[config.mk]
export PLATFORM = sky130hd
export DESIGN_NAME = go_delay_chain_flat
export DESIGN_NICKNAME = d
export VERILOG_FILES = /design/src/rtl/go_delay_pkg.sv /design/src/rtl/go_delay_chain_if.sv /design/src/rtl/go_delay_stage.sv /design/src/rtl/go_delay_chain.sv /design/src/flat_wrapper.sv
export SDC_FILE = /design/constraint.sdc
export NUM_CORES = 1
export LEC_CHECK = 0
export ABC_CLOCK_PERIOD_IN_PS = 1700
export CELL_PAD_IN_SITES_DETAIL_PLACEMENT = 2
export CELL_PAD_IN_SITES_GLOBAL_PLACEMENT = 2
export CORE_AREA = 2 2 95 97
export CTS_BUF_LIST = sky130_fd_sc_hd__clkbuf_4 sky130_fd_sc_hd__clkbuf_8 sky130_fd_sc_hd__clkbuf_16
export DETAILED_ROUTE_END_ITERATION = 12
export DIE_AREA = 0 0 97 99
export PLACE_DENSITY = 0.76
export RECOVER_POWER = 50
export SLEW_MARGIN = 20
export SYNTH_ARGS = -nofsm -noshare
export SYNTH_HDL_FRONTEND = slang
export SYNTH_SLANG_ARGS = --single-unit
[constraint.sdc]
create_clock -name clk -period 1.7 [get_ports clk]
set_input_delay 0.34 -clock clk [delete_from_list [all_inputs] [get_ports clk]]
set_output_delay 0.34 -clock clk [all_outputs]
set_load 0.02 [all_outputs]
[src/rtl/go_delay_pkg.sv]
// Shared types for the go->delay->done chain: per-stage FSM state encoding
// and default sizing.
package go_delay_pkg;

  localparam int unsigned DEF_NUM_STAGES = 3;
  localparam int unsigned DEF_DELAY_W    = 8;

  typedef enum logic [1:0] {
    IDLE = 2'b00,
    BUSY = 2'b01,
    DONE = 2'b10
  } go_dly_state_t;

endpackage

[src/rtl/go_delay_chain_if.sv]
// Control/status bundle of the go delay chain.
//   master: drives go_in, kill_in, kill_clr, casc_en, delay_cfg;
//           observes busy, done, done_out, kill_ltchd, kill_any
//   slave : the chain itself (mirror directions)
interface go_delay_chain_if #(
  parameter int unsigned NUM_STAGES = 3,
  parameter int unsigned DELAY_W    = 8
);

  localparam int unsigned CFG_W = NUM_STAGES * DELAY_W;

  logic [NUM_STAGES-1:0] go_in;
  logic [NUM_STAGES-1:0] kill_in;
  logic [NUM_STAGES-1:0] kill_clr;
  logic [NUM_STAGES-1:0] casc_en;
  logic [CFG_W-1:0]      delay_cfg;
  logic [NUM_STAGES-1:0] busy;
  logic [NUM_STAGES-1:0] done;
  logic                  done_out;
  logic [NUM_STAGES-1:0] kill_ltchd;
  logic                  kill_any;

  modport master (
    output go_in, kill_in, kill_clr, casc_en, delay_cfg,
    input  busy, done, done_out, kill_ltchd, kill_any
  );

  modport slave (
    input  go_in, kill_in, kill_clr, casc_en, delay_cfg,
    output busy, done, done_out, kill_ltchd, kill_any
  );

endinterface

[src/rtl/go_delay_stage.sv]
// One go->delay->done stage: FSM plus down-counter.
// A go in IDLE loads the delay; the done pulse appears delay+2 cycles after go.
//   clk, reset_n : clock, synchronous active-low reset
//   go, kill     : start request, abort (kill wins)
//   delay        : delay value, sampled only when leaving IDLE
//   busy, done   : registered status, done is a one-cycle pulse
module go_delay_stage
  import go_delay_pkg::*;
#(
  parameter int unsigned DELAY_W = 8
) (
  input  logic               clk,
  input  logic               reset_n,
  input  logic               go,
  input  logic               kill,
  input  logic [DELAY_W-1:0] delay,
  output logic               busy,
  output logic               done
);

  go_dly_state_t      state_q, state_n;
  logic [DELAY_W-1:0] cnt_q, cnt_n;

  // State, counter and registered outputs
  always_ff @(posedge clk) begin
    if (!reset_n) begin
      state_q <= IDLE;
      cnt_q   <= '0;
      busy    <= 1'b0;
      done    <= 1'b0;
    end else begin
      state_q <= state_n;
      cnt_q   <= cnt_n;
      busy    <= (state_n == BUSY);
      done    <= (state_n == DONE);
    end
  end

  // Next-state and counter update
  always_comb begin
    state_n = state_q;
    cnt_n   = cnt_q;
    case (state_q)
      IDLE: begin
        if (!kill && go) begin
          state_n = BUSY;
          cnt_n   = delay;
        end
      end
      BUSY: begin
        if (kill) begin
          state_n = IDLE;
          cnt_n   = '0;
        end else if (cnt_q == '0) begin
          state_n = DONE;
        end else begin
          cnt_n = cnt_q - DELAY_W'(1);
        end
      end
      DONE: begin
        // Single-cycle pulse; a go arriving here is dropped.
        state_n = IDLE;
      end
      default: begin
        state_n = IDLE;
        cnt_n   = '0;
      end
    endcase
  end

endmodule

[src/rtl/go_delay_chain.sv]
// Chain of NUM_STAGES go->delay->done stages with cascade enable, sticky
// per-stage kill latches and a chain-completion flag.
//   clk, reset_n : clock, synchronous active-low reset
//   bus (slave)  : go_in, kill_in, kill_clr, casc_en, delay_cfg in;
//                  busy, done, done_out, kill_ltchd, kill_any out
// Optional feature macro: GO_DELAY_KILL_CHAIN_EN -- a kill propagates
// combinationally into every downstream cascaded stage.
module go_delay_chain
  import go_delay_pkg::*;
#(
  parameter int unsigned NUM_STAGES = DEF_NUM_STAGES,
  parameter int unsigned DELAY_W    = DEF_DELAY_W
) (
  input  logic          clk,
  input  logic          reset_n,
  go_delay_chain_if.slave bus
);

  logic [NUM_STAGES-1:0] go_eff;
  logic [NUM_STAGES-1:0] kill_eff;
  logic [NUM_STAGES-1:0] busy_w;
  logic [NUM_STAGES-1:0] done_w;
  logic [NUM_STAGES-1:0] kill_ltchd_q, kill_ltchd_n;
  logic                  kill_any_q;
  logic                  casc_unused;

  // Stage 0 has no upstream, so its cascade bit has no meaning.
  assign casc_unused = bus.casc_en[0];

  // Effective go: external go or upstream done when cascaded
  always_comb begin
    go_eff = bus.go_in;
    for (int i = 1; i < int'(NUM_STAGES); i++) begin
      go_eff[i] = bus.go_in[i] | (bus.casc_en[i] & done_w[i-1]);
    end
  end

`ifdef GO_DELAY_KILL_CHAIN_EN
  // Kill ripples down through cascaded stages in the same cycle
  always_comb begin
    kill_eff = bus.kill_in;
    for (int i = 1; i < int'(NUM_STAGES); i++) begin
      kill_eff[i] = bus.kill_in[i] | (bus.casc_en[i] & kill_eff[i-1]);
    end
  end
`else
  // Kill affects only its own stage
  always_comb begin
    kill_eff = bus.kill_in;
  end
`endif

  for (genvar g = 0; g < int'(NUM_STAGES); g++) begin : g_stage
    go_delay_stage #(
      .DELAY_W (DELAY_W)
    ) u_stage (
      .clk     (clk),
      .reset_n (reset_n),
      .go      (go_eff[g]),
      .kill    (kill_eff[g]),
      .delay   (bus.delay_cfg[g*DELAY_W +: DELAY_W]),
      .busy    (busy_w[g]),
      .done    (done_w[g])
    );
  end

  // Sticky kill latches: set dominates clear; only external kills are recorded
  always_comb begin
    kill_ltchd_n = (kill_ltchd_q & ~bus.kill_clr) | bus.kill_in;
  end

  always_ff @(posedge clk) begin
    if (!reset_n) begin
      kill_ltchd_q <= '0;
      kill_any_q   <= 1'b0;
    end else begin
      kill_ltchd_q <= kill_ltchd_n;
      kill_any_q   <= |kill_ltchd_n;
    end
  end

  assign bus.busy       = busy_w;
  assign bus.done       = done_w;
  assign bus.done_out   = done_w[NUM_STAGES-1];
  assign bus.kill_ltchd = kill_ltchd_q;
  assign bus.kill_any   = kill_any_q;

endmodule

[src/flat_wrapper.sv]
// flat-port wrapper written by rule: the top's interface ports become plain ports
module go_delay_chain_flat import go_delay_pkg::*;
#(
  parameter int unsigned NUM_STAGES = DEF_NUM_STAGES,
  parameter int unsigned DELAY_W    = DEF_DELAY_W
)
  (clk, reset_n, bus_go_in, bus_kill_in, bus_kill_clr, bus_casc_en, bus_delay_cfg, bus_busy, bus_done, bus_done_out, bus_kill_ltchd, bus_kill_any);
  go_delay_chain_if #(.NUM_STAGES(NUM_STAGES), .DELAY_W(DELAY_W)) bus_i ();
  input  logic clk;
  input  logic reset_n;
  input wire logic [$bits(bus_i.go_in)-1:0] bus_go_in;
  input wire logic [$bits(bus_i.kill_in)-1:0] bus_kill_in;
  input wire logic [$bits(bus_i.kill_clr)-1:0] bus_kill_clr;
  input wire logic [$bits(bus_i.casc_en)-1:0] bus_casc_en;
  input wire logic [$bits(bus_i.delay_cfg)-1:0] bus_delay_cfg;
  output wire logic [$bits(bus_i.busy)-1:0] bus_busy;
  output wire logic [$bits(bus_i.done)-1:0] bus_done;
  output wire logic [$bits(bus_i.done_out)-1:0] bus_done_out;
  output wire logic [$bits(bus_i.kill_ltchd)-1:0] bus_kill_ltchd;
  output wire logic [$bits(bus_i.kill_any)-1:0] bus_kill_any;
  assign bus_i.go_in = bus_go_in;
  assign bus_i.kill_in = bus_kill_in;
  assign bus_i.kill_clr = bus_kill_clr;
  assign bus_i.casc_en = bus_casc_en;
  assign bus_i.delay_cfg = bus_delay_cfg;
  assign bus_busy = bus_i.busy;
  assign bus_done = bus_i.done;
  assign bus_done_out = bus_i.done_out;
  assign bus_kill_ltchd = bus_i.kill_ltchd;
  assign bus_kill_any = bus_i.kill_any;
  go_delay_chain #(.NUM_STAGES(NUM_STAGES), .DELAY_W(DELAY_W)) u_core (.clk(clk), .reset_n(reset_n), .bus(bus_i));
endmodule
==> results <==
- Yosys mapped a number of flops with a built-in enable equal to 0.
- Compared with the post-synthesis result, the final layout area differs by 67.64%.
- The design draws 2.895 mW.
- During I/O placement, the number of pins put on the boundary was 49.
- The flip-flop and latch count after synthesis is 40.
- The number of global-route vias before repair is 3,098.
- The final count of hold timing violations came to 0.
- The critical path data arrival time is 2120 ps.
- The number of library cell types mapped by synthesis is 58.
- The storage element area is 808.3 um2.
- The total nets after synthesis is 311.
- In this run the most critical hold path is launched from bus_kill_in[2].
- The post-synthesis instance area is 2266 um2.
- Counting the fill cells in the layout gives 914.
- The placement row count is 34.
- The routed layout has 2,656 vias.
- The checks that failed: negative setup slack.
- Power spread over the standard cell area amounts to 762.2 nW/um2.
- The worst register-to-register path ends at u_core.g_stage[2].u_stage.cnt_q[6].
- The area inside the core boundary is 8551 um2.
- The class of the most critical setup path is register to register.
- After the first detailed-routing iteration, the DRC count stood at 94.
- Setup repair after global routing could not meet its margin everywhere.
- The number of H-tree branching levels is 2.
- The vias per cell is 5.398.
- VDD sags by at most 0.0002904 V.
- Synthesis produced a netlist whose cell count is 270.
- The antenna cell count is 0.
- Buffers inserted to repair hold after CTS numbered 0.
- The weighted congestion reported at the end of routability-driven placement is 0.8462.
- The setup slack on the worst flop-to-flop path is -230 ps.
- The min-delay analysis places its worst path in the category input pin to register.
- The initial antenna violation count was 0.
- The first detailed-routing pass took 4 iterations.
- Leaving out fill and tap cells, the most frequent cells in the layout are sky130_fd_sc_hd__buf_4 (69), sky130_fd_sc_hd__clkdlybuf4s50_1 (37), sky130_fd_sc_hd__dfxtp_1 (34).
- The critical register-to-register path startpoint is u_core.g_stage[2].u_stage.cnt_q[1].
- For this configuration, the core starts out at a cell density of 0.2650.
- The post-synthesis async set-or-reset flop share is 0.
- The y dimension of the die is 99 um.
- The capturing element of the worst setup path is u_core.g_stage[2].u_stage.cnt_q[6].
- The tree built by TritonCTS fans out to 40 sinks.
- The clock latency on the worst-skew pair is 310 ps.
- The mean instance size in the synthesized netlist is 8.392 um2.
- The fraction of layout cells with a size suffix above 1 is 0.3984.
- The start point of the critical path is u_core.g_stage[2].u_stage.cnt_q[1].
- The HPWL after detailed placement is 7004 um.
- The worst clock skew is 16.67 ps.
- The global-route wire length before repair is 16,950 um.
- The multi-input combinational cells in the finished layout cover a total of 1585 um2.
- The run finished, with violations left.
- The total die area is 9603 um2.
- The final layout contains 424 nets.
- For this run, design rule violations remaining after detail routing come to 0.
- The final number of max-transition violations is 0.
- In this run the clock root is driven by a sky130_fd_sc_hd__clkbuf_8.
- The global-route usage over all layers is 0.2241.
- After detailed routing, the average wire length per cell comes to 22.04 um.
- The final critical path time including I/O delays and setup is 1932 ps.
- The largest fanout of any net on the critical path is 8.
- The width of the die is 97 um.
- The quantity of I/O buffers inserted on ports is 47.
- The overall routed net length is 10,840 um.
- The library cell used most frequently in the layout, excluding fill and tap cells, is sky130_fd_sc_hd__buf_4.
- The TritonCTS clock tree is done.
- The data required time at the worst endpoint is 1890 ps.
- At the pin with the least slew margin, the transition time is 576.5 ps.
- The maximum number of pins on one net before global-route repair is 17.
- The tool flagged a number of max-cap violations equal to 0.
- The post-detailed-route count of antenna-violating nets is 0.
- Timing would allow up to 517.5 MHz.
- STA classifies the critical path startpoint as a register.
- Counting the buffers created by CTS gives 5.
- The worst reg2reg path depth is 7.
- The sum of overflow across all layers after global routing is 0.
- On the worst path, the slowest cell contributes a delay of 510 ps.
- Setup violations remaining at the end of the flow were counted as 18.
- After layout, the worst setup slack is -232.3 ps.
- The share of the Yosys chip area taken by registers is 0.3534.
- The final critical-path share of the clock period is 1.137.
- The endpoint class of the critical path is a register.
- Clock-pin slew was measured on the worst setup and hold paths at 80 ps.
- At the end of the flow the core is filled with cells to 0.4442.
- Yosys printed 0 warnings.
- Summed over all cells, the static leakage comes to 1.527 nW.
- The slowest stage of the critical path is the sky130_fd_sc_hd__or4b_4 cell.
- In the synthesized netlist the dominant register cell turns out to be sky130_fd_sc_hd__dfxtp_1.
- In this run the deepest clock path goes through 2 buffers.
- The worst relative slew slack is 0.6157.
- Traced cell by cell, the critical path runs through inv_2 > ha_4 > or4b_4 > nor3_4 > buf_6 > nor4_4 > a32o_2.
==> worst max-delay path: cells and delay by family (launching register included) <==
family	cells	cell delay, ps
buffers and inverters	2	250
AOI/OAI and AO/OA	1	270
adders and majority gates	1	140
and+or+nand+nor	3	830
DFF	1	330
==> worst min-delay path by stage <==
stage / end / slack (ps) / cells past startpoint
2_1_floorplan: u_core.g_stage[1].u_stage.cnt_q[3] / 450 / 2
3_3_place_gp: u_core.g_stage[0].u_stage.cnt_q[1] / 490 / 2
6_report: u_core.g_stage[2].u_stage.state_q[1] / 470 / 3
4_1_cts: u_core.g_stage[0].u_stage.cnt_q[1] / 520 / 2
3_5_place_dp: u_core.g_stage[0].u_stage.cnt_q[1] / 510 / 2
5_1_grt: u_core.g_stage[2].u_stage.state_q[1] / 480 / 3
==> per-layer routing <==
metal	track usage	part of all wire	vias to the layer above
met5	0	0	-
li1	-	-	1238
met1	0.2554	0.43	1338
met3	0.03050	0.026	18
met4	0.07801	0.024	0
met2	0.4268	0.52	62
==> per-stage QoR <==
stage	area [um2]	worst slack, ps	setup TNS, ps	cells	hold slack [ps]
after floorplan	2333	-105.5	-597.5	270	451.5
after global placement	3343	-348.6	-7842	472	494.0
after detailed placement	3343	-417.3	-9281	472	511.3
after CTS	3676	-147.1	-927.2	488	524.8
after global routing	3799	-285.9	-3020	492	484.9
final	3799	-232.3	-1719	492	469.8
==> cell type report <==
class                           instances  share of cell area
Clock buffer                            6             0.02009
Clock inverter                          2            0.009223
Inverter                               20             0.01976
Multi-Input combinational cell        189              0.4173
Sequential cell                        40              0.2128
Tap cell                              108             0.03557
Timing Repair Buffer                  127              0.2852
==> Yosys cell counts, types with 5 or more instances <==
master | number | area share
sky130_fd_sc_hd__nor2_1 | 22 | 0.036
sky130_fd_sc_hd__a32o_1 | 7 | 0.031
sky130_fd_sc_hd__nor3b_1 | 5 | 0.017
sky130_fd_sc_hd__nor4_1 | 6 | 0.017
sky130_fd_sc_hd__a21oi_1 | 19 | 0.042
sky130_fd_sc_hd__or4_1 | 10 | 0.033
sky130_fd_sc_hd__a22oi_1 | 7 | 0.023
sky130_fd_sc_hd__inv_1 | 20 | 0.033
sky130_fd_sc_hd__dfxtp_1 | 40 | 0.35
sky130_fd_sc_hd__buf_4 | 7 | 0.023
sky130_fd_sc_hd__clkbuf_1 | 9 | 0.015
sky130_fd_sc_hd__nor3_1 | 10 | 0.022
sky130_fd_sc_hd__nand2_1 | 14 | 0.023
sky130_fd_sc_hd__o31ai_1 | 5 | 0.017
==> cell families (layout without fill, tap and decap cells) <==
| kind of cell | Yosys count | count (layout) | share of synthesized area |
|---|---|---|---|
| simple gates | 100 | 100 | 0.2595 |
| compound gates | 78 | 78 | 0.2557 |
| buf+inv | 41 | 155 | 0.08227 |
| flops | 40 | 40 | 0.3534 |
| xor+xnor | 5 | 5 | 0.01933 |
| fa+ha+maj | 3 | 3 | 0.01657 |
| mux | 3 | 3 | 0.01325 |
==> sequential cells by signal (all words and copies together), names as in the netlist <==
signal                          cells
u_core.bus.kill_any                 1
u_core.bus.kill_ltchd               3
u_core.g_stage.u_stage.busy         3
u_core.g_stage.u_stage.cnt_q       24
u_core.g_stage.u_stage.done         3
u_core.g_stage.u_stage.state_q      6
==> timing repair <==
| item | 4_1_cts | 5_1_grt |
|---|---|---|
| pin swaps | 25 | 24 |
| cloned | 1 | 0 |
| endpoints found under the setup margin | 26 | 25 |
| setup buffers | 7 | 7 |
| hold endpoints to repair | 0 | 0 |
| gates resized for setup | 41 | 33 |
==> power breakdown <==
part / total (mW) / switching (mW) / internal (mW) / leakage (nW)
Combinational: 0.990 / 0.491 / 0.499 / 1.14
Sequential: 1.06 / 0.0609 / 0.999 / 0.330
Clock: 0.845 / 0.392 / 0.453 / 0.0586
Total: 2.90 / 0.944 / 1.95 / 1.53
Note: power is estimated with default switching activity, not from simulation.
